<file path="src/rtl/alu_pkg.sv">
// rtl/alu_pkg.sv - ALU function codes, flag indices and multiplier FSM states.
package alu_pkg;

  localparam logic [3:0] FS_PASSA = 4'b0000;
  localparam logic [3:0] FS_ADD   = 4'b0100;
  localparam logic [3:0] FS_SUB   = 4'b0101;
  localparam logic [3:0] FS_LSR   = 4'b1100;
  localparam logic [3:0] FS_CSR   = 4'b1111;

  localparam int ZF = 3;
  localparam int CF = 2;
  localparam int NF = 1;
  localparam int OF = 0;

  localparam logic [2:0] LAST_IT = 3'd7;

  typedef enum logic [3:0] {
    IDLE  = 4'd0,
    CLR_I = 4'd1,
    CLR_W = 4'd2,
    ADD_I = 4'd3,
    ADD_W = 4'd4,
    SHH_I = 4'd5,
    SHH_W = 4'd6,
    SHL_I = 4'd7,
    SHL_W = 4'd8,
    DONE  = 4'd9
  } state_t;

endpackage

</file>
<file path="src/rtl/alu_mul_seq.sv">
// rtl/alu_mul_seq.sv - signed 8x8 shift-add multiplier driving an external ALU.
module alu_mul_seq
  import alu_pkg::*;
(
  input  logic        CLK,
  input  logic        Reset,
  input  logic        Start,
  input  logic [7:0]  MulA,
  input  logic [7:0]  MulB,
  output logic        Busy,
  output logic        Done,
  output logic [15:0] Product,
  output logic        Zero,
  output logic [7:0]  AluA,
  output logic [7:0]  AluB,
  output logic [3:0]  AluFunSel,
  input  logic [7:0]  OutALU,
  input  logic [3:0]  ZCNO
);

  state_t     state;
  state_t     state_n;
  logic [7:0] hi;
  logic [7:0] lo;
  logic [7:0] mc;
  logic [2:0] it;
  logic       zh;
  logic       zl;
  logic       last_it;

  logic unused_flags;
  assign unused_flags = ^{ZCNO[CF], ZCNO[NF], ZCNO[OF]};

  assign last_it = (it == LAST_IT);

  always_ff @(posedge CLK) begin
    if (!Reset) begin
      state <= IDLE;
    end else begin
      state <= state_n;
    end
  end

  always_comb begin
    state_n   = state;
    Busy      = 1'b0;
    Done      = 1'b0;
    AluFunSel = FS_PASSA;
    AluA      = 8'h00;
    AluB      = 8'h00;
    case (state)
      IDLE: begin
        if (Start) state_n = CLR_I;
      end
      CLR_I, CLR_W: begin
        Busy      = 1'b1;
        AluFunSel = FS_LSR;
        state_n   = (state == CLR_I) ? CLR_W : ADD_I;
      end
      ADD_I, ADD_W: begin
        // The sign bit of the multiplier carries negative weight, so the last partial product is subtracted.
        Busy      = 1'b1;
        AluFunSel = (lo[0] && last_it) ? FS_SUB : FS_ADD;
        AluA      = hi;
        AluB      = lo[0] ? mc : 8'h00;
        state_n   = (state == ADD_I) ? ADD_W : SHH_I;
      end
      SHH_I, SHH_W: begin
        Busy      = 1'b1;
        AluFunSel = FS_CSR;
        AluA      = hi;
        state_n   = (state == SHH_I) ? SHH_W : SHL_I;
      end
      SHL_I: begin
        Busy      = 1'b1;
        AluFunSel = FS_CSR;
        AluA      = lo;
        state_n   = SHL_W;
      end
      SHL_W: begin
        Busy      = 1'b1;
        AluFunSel = FS_CSR;
        AluA      = lo;
        state_n   = last_it ? DONE : CLR_I;
      end
      DONE: begin
        Done    = 1'b1;
        state_n = IDLE;
      end
      default: state_n = IDLE;
    endcase
  end

  always_ff @(posedge CLK) begin
    if (!Reset) begin
      hi      <= 8'h00;
      lo      <= 8'h00;
      mc      <= 8'h00;
      it      <= 3'd0;
      zh      <= 1'b0;
      zl      <= 1'b0;
      Product <= 16'h0000;
      Zero    <= 1'b0;
    end else begin
      case (state)
        IDLE: begin
          if (Start) begin
            hi <= 8'h00;
            lo <= MulB;
            mc <= MulA;
            it <= 3'd0;
          end
        end
        ADD_W: hi <= OutALU;
        SHH_W: begin
          hi <= OutALU;
          zh <= ZCNO[ZF];
        end
        SHL_W: begin
          lo <= OutALU;
          zl <= ZCNO[ZF];
          // Product is loaded on the way into DONE so it is already valid while Done is high.
          if (last_it) begin
            Product <= {hi, OutALU};
            Zero    <= zh & ZCNO[ZF];
          end else begin
            it <= it + 3'd1;
          end
        end
        default: ;
      endcase
    end
  end

endmodule

</file>
<file path="config.mk">
export PLATFORM = sky130hd
export DESIGN_NAME = alu_mul_seq
export DESIGN_NICKNAME = d
export VERILOG_FILES = /design/src/rtl/alu_pkg.sv /design/src/rtl/alu_mul_seq.sv
export SDC_FILE = /design/constraint.sdc
export NUM_CORES = 1
export LEC_CHECK = 0
export BUFFER_PORTS_ARGS = -buffer_cell sky130_fd_sc_hd__buf_2
export CAP_MARGIN = 20
export CORE_MARGIN = 4
export CORE_UTILIZATION = 50
export DETAILED_ROUTE_END_ITERATION = 6
export GPL_TIMING_DRIVEN = 0
export HOLD_SLACK_MARGIN = 0.1
export PLACE_DENSITY = 0.8
export SLEW_MARGIN = 10
export SYNTH_ARGS = -nofsm -noshare
export SYNTH_HDL_FRONTEND = slang
export SYNTH_SLANG_ARGS = --single-unit
</file>
<file path="constraint.sdc">
create_clock -name CLK -period 4.4 [get_ports CLK]
set_clock_uncertainty 0.2 [all_clocks]
set_input_delay 0.66 -clock CLK [delete_from_list [all_inputs] [get_ports CLK]]
set_output_delay 0.66 -clock CLK [all_outputs]
set_load 0.005 [all_outputs]
</file>
* Yosys cells after proc, flatten, opt, wreduce, memory -nomap -nowiden
Index checks and enable logic that the tools add are counted.
Storage, ports and cells: register bits after elaboration 49, output and inout port bits 39, logic and storage cells 59
Cells by class: mux-type cells 20, bitwise logic cells 1, reduce and logical (&&, ||, !) cells 17, add/sub/neg operators 1, equal/unequal tests 12
Operators by type and width (number):
- 8-bit one-hot mux with 2 select lines | 3
- 8-bit two-way mux | 4
- 4-bit one-hot mux with 6 select lines | 1
- 4-bit by 3-bit == test with 1-bit output, second input constant | 4
- 4-bit one-hot mux with 3 select lines | 1
- 2-bit OR reduction | 5
- 4-bit by 2-bit == test with 1-bit output, second input constant | 2
- 4-bit == test, second input constant | 2
- 4-bit two-way mux | 2
- 2-bit AND reduction | 4
- 4-bit OR reduction | 2
- 8-bit OR reduction | 1
- 1-bit two-way mux | 6
- 3-bit two-way mux | 2
- 3-bit one-hot mux with 2 select lines | 1
- 4-bit by 1-bit == test with 1-bit output, second input constant | 1
- 4-bit zero test | 1
- 2-bit inequality test, second input constant | 2
- 2-bit nonzero test | 2
- 3-bit by 1-bit adder with 3-bit output, second input constant | 1
- 3-bit == test, second input constant | 1
- 3-bit AND reduction | 1
- 1-bit bitwise AND | 1
- 1-bit logical AND | 1

* Depth between registers and ports, before layout
depth after elaboration 4, depth in mapped cells 7, depth with buffers taken out 6

* Least setup slack after synthesis
OpenSTA, ideal clock, no wires.
kind flip-flop to output port, start point reg state[1], end point out AluFunSel[0], data required time 3.540 ns, path slack 2.096 ns, data arrival time 1.444 ns, cell stages (with the launch flop) 6, path through dfxtp_1 -> buf_6 -> or4b_2 -> clkbuf_1 -> o21ai_2 -> a21o_1
On the way: longest elaborated chain between the ends 3
Ends and longest elaborated chain:
- from (decl) | line alu_mul_seq.sv:21 | state_t state;
- from (signal assigned) | line alu_mul_seq.sv:40 | state <= state_n;
- 4-bit by 3-bit == test with 1-bit output (tied with other cells) | line alu_mul_seq.sv:51 | case (state)
- 4-bit OR reduction (no source line) (tied with other cells)
- 4-bit one-hot mux with 3 select lines (*) | line alu_mul_seq.sv:51
- to (decl) | line alu_mul_seq.sv:16 | output logic [3:0] AluFunSel,
Mark *: on every way between the ends. The rest lies on a longest branch, timed or not.

* Worst setup path in the final report
start point reg state[1], end point out AluA[5]
On the way: longest elaborated chain between the ends 3
Ends and longest elaborated chain:
- 4-bit by 2-bit == test with 1-bit output (tied with other cells) | line alu_mul_seq.sv:51
- 4-bit OR reduction (no source line) / 2-bit OR reduction (equally long branches)
- 8-bit one-hot mux with 2 select lines (*) | line alu_mul_seq.sv:51
- to (decl) | line alu_mul_seq.sv:14 | output logic [7:0] AluA,
Marked as above.

==> results by group <==
CTS
  – Clock sink total: 49
  – Post-CTS resize count: 0
  – # hold bufs at CTS: 0
  – Clock insertion delay at the later pin of the skew report: 300 ps
  – CTS H-tree depth: 2
  – CTS Buffer Depth: 2
  – Clock transition at the registers of the reported paths: 90 ps
  – CTS Buf Count: 5
  – Post-CTS setup repair buffer count: 0
  – Root buf cell: clkbuf_8
  – CTS tree: done

Worst setup path
  – Reg-to-reg startpoint: state[1]
  – Slowest cell on the critical path: nor4b_4
  – R2r setup slk: 2270 ps
  – Crit path kind: flip-flop to output pin
  – Critical path buffer and inverter count: 3
  – Top cell family by delay on the critical path: buffers and inverters
  – Slowest stage delay, CP: 570 ps
  – CP Launch Point: state[1]
  – R2R Path End: Product[14]
  – CP Launch Type: flip-flop
  – Critical path fanouts, max: 10
  – CP arrival: 2150 ps
  – Worst setup EP type: output pin
  – Critical path required time: 3540 ps
  – CP Cell Sequence: buf_6, nor4b_4, clkbuf_1, nand2_1, o21ai_0, buf_2
  – Reg2Reg Depth: 6

Placement
  – Dpl cells: 437
  – HPWL Detailed: 4.61 mm
  – GP Congestion: 0.840
  – Post-DP Area: 0.00284 mm^2
  – Post-Place Setup Slack: 1760 ps
  – PortBufs: 65

GRT
  – Grt met1 use: 0.271
  – Grt met3 use: 0.0336
  – Global-route layer with the greatest usage: met2
  – GR Util met2: 0.364
  – Vias in the first global route: 2153
  – Gr ovfl total: 0
  – Initial antenna violation count: 0
  – GRT Total Usage: 0.212
  – Largest net degree at the start of global routing: 17
  – First-pass GRT wire length: 10.3 mm

Logic synthesis
  – EDFF count, synth: 0
  – Syn avg cell area: 7.98 um^2
  – Register area share after synthesis: 0.403
  – Mapped Nets: 338
  – Async set-reset flop share out of synthesis: 0
  – Register bit total from synthesis: 49
  – Cell area after synthesis: 0.00243 mm^2
  – Syn Inst Count: 305
  – Library cells used by synthesis: 34
  – Synth Flop Type: dfxtp_1
  – Synthesis warning total: 0

Floorplan
  – Ports: 70
  – Starting Density: 0.515
  – Core area: 0.00472 mm^2
  – Die width: 77.8 um
  – # rows: 25
  – Die span in y: 77.8 um
  – Die ar.: 0.00605 mm^2

Detailed routing
  – First-pass DRT Iterations: 4
  – Final WL: 6.35 mm
  – DRC: 0
  – DR iter-0 viols: 144
  – DRT antenna net count: 0
  – DR vias: 2323
  – Routed wire per std cell: 14.3 um
  – Vias per cell: 5.22

Min path
  – Hold path cells: 2
  – Hold Path Sink: mc[4]
  – Hold Path Class: flip-flop to flip-flop
  – HP Start: mc[4]

STA
  – Final Max Tran Viols: 0
  – Final critical-path share of the clock period: 0.684
  – Hold Fails Final Rpt: 0
  – Slew @ Worst Pin: 633 ps
  – Setup Viol. Count Final: 0
  – RSZ-0062 raised after global routing: no
  – Final WS setup: 1390 ps
  – Relative slew slack: 0.577
  – Fin crit period: 3010 ps
  – Final setup TNS: 0 ps
  – Peak Freq: 333 MHz

Layout
  – Finished Cell Area: 0.00296 mm^2
  – Layout area overhead: 21.5%
  – Share of cells above drive strength 1: 0.246
  – Fillers: 437
  – Final cell count without fillers: 445
  – # diodes: 0
  – Net count, final: 410

Power
  – Net Sw Frac: 0.269
  – Peak VDD IR: 203 uV
  – Seq pwr share: 0.500
  – P_sw: 256 uW
  – Tot Pwr: 952 uW
  – Leak pwr: 0.00120 uW
  – Pwr Density: 322 mW/mm^2
  – Comb power frac: 0.158
  – Clock power share: 0.342
  – Pint: 696 uW

Run
  – Total of max-cap violations: 0

Outcome
  – Status: finished clean
[power by group through the flow]
stage / sequential [uW] / clock (uW) / combinational, uW
floorplan: 483 / 0 / 103
global placement: 485 / 0 / 147
detailed placement: 486 / 0 / 150
CTS: 475 / 329 / 150
global route: 478 / 347 / 167
finish: 476 / 326 / 151
[state kept, by name, summed over array words and instances (netlist names)]
name / flops
Product: 16
Zero: 1
hi: 8
it: 3
lo: 8
mc: 8
state: 4
zh: 1
[cell usage after synthesis (2+ instances only)]
master	instances	area, um^2
a21boi_0	15	113
a21boi_1	8	60.1
a21boi_2	4	45.0
a21oi_1	24	120
and2_1	18	113
buf_2	5	25.0
buf_4	3	22.5
buf_6	2	22.5
clkbuf_1	13	48.8
dfxtp_1	49	981
ha_1	2	25.0
inv_1	2	7.51
mux2i_1	11	110
nand2_1	79	297
nand4_1	2	12.5
nor2_1	17	63.8
nor2b_1	5	31.3
nor3b_1	2	15.0
o21ai_0	20	100
o2bb2ai_1	8	70.1
xnor2_1	3	26.3
[final cells by class]
cell class,instances,area [um^2],share of cell area
multi-input cells,231,1330,0.448
flip-flops and latches,49,981,0.332
repair buffers,65,325,0.110
plain buffers,23,119,0.0402
well taps,67,83.8,0.0283
clock buffers,5,68.8,0.0233
clock inverters,3,46.3,0.0157
inverters,2,7.51,0.00254
[cell families after synthesis]
family	synth area share
buffers and inverters	0.0519
flip-flops	0.403
XOR/XNOR	0.0108
multiplexers	0.0452
AND/OR/NAND/NOR	0.256
adder cells (fa/ha/maj)	0.0103
AO/OA/AOI/OAI	0.223
[how the worst max path moves through the flow]
stage                         to  slack, ps  cells past startpoint
floorplan           AluFunSel[0]       2100                      5
global placement         AluA[5]       1770                      6
detailed placement       AluA[5]       1760                      6
CTS                      AluA[5]       1420                      6
global route             AluA[5]       1260                      6
finish                   AluA[5]       1390                      6
[per-layer routing]
layer  wire length (um)  share of wire
met5                  0              0
met4                 70          0.011
met3                362          0.057
met2               3070           0.48
met1               2850           0.45
[metrics by stage]
stage / utilization / hold WS, ps
floorplan: - / 230
global placement: 0.602 / 238
detailed placement: 0.602 / 245
CTS: 0.626 / 259
global route: 0.626 / 272
finish: 0.626 / 258
[cells in the final DEF, fill, tap and decap left out, types with 2 or more instances in the layout]
cell type / count
o2bb2ai_1: 8
buf_6: 2
a21boi_2: 4
mux2i_1: 11
buf_4: 3
clkbuf_1: 13
and2_1: 18
nand4_1: 2
a21boi_1: 8
a21oi_1: 24
nor2_1: 17
o21ai_0: 20
dfxtp_1: 49
clkbuf_8: 5
nor3b_1: 2
buf_2: 70
a21boi_0: 15
nand2_1: 79
ha_1: 2
inv_1: 2
xnor2_1: 3
nor2b_1: 5
[worst register-to-register path, stage by stage, from the launching register on]
cell      delay (ps)
dfxtp_1          320
buf_6            140
nor4b_4          570
nand2_2          300
clkbuf_1         300
nand2_1          150
a21boi_2          60
Power figures use the tool's default switching activity.
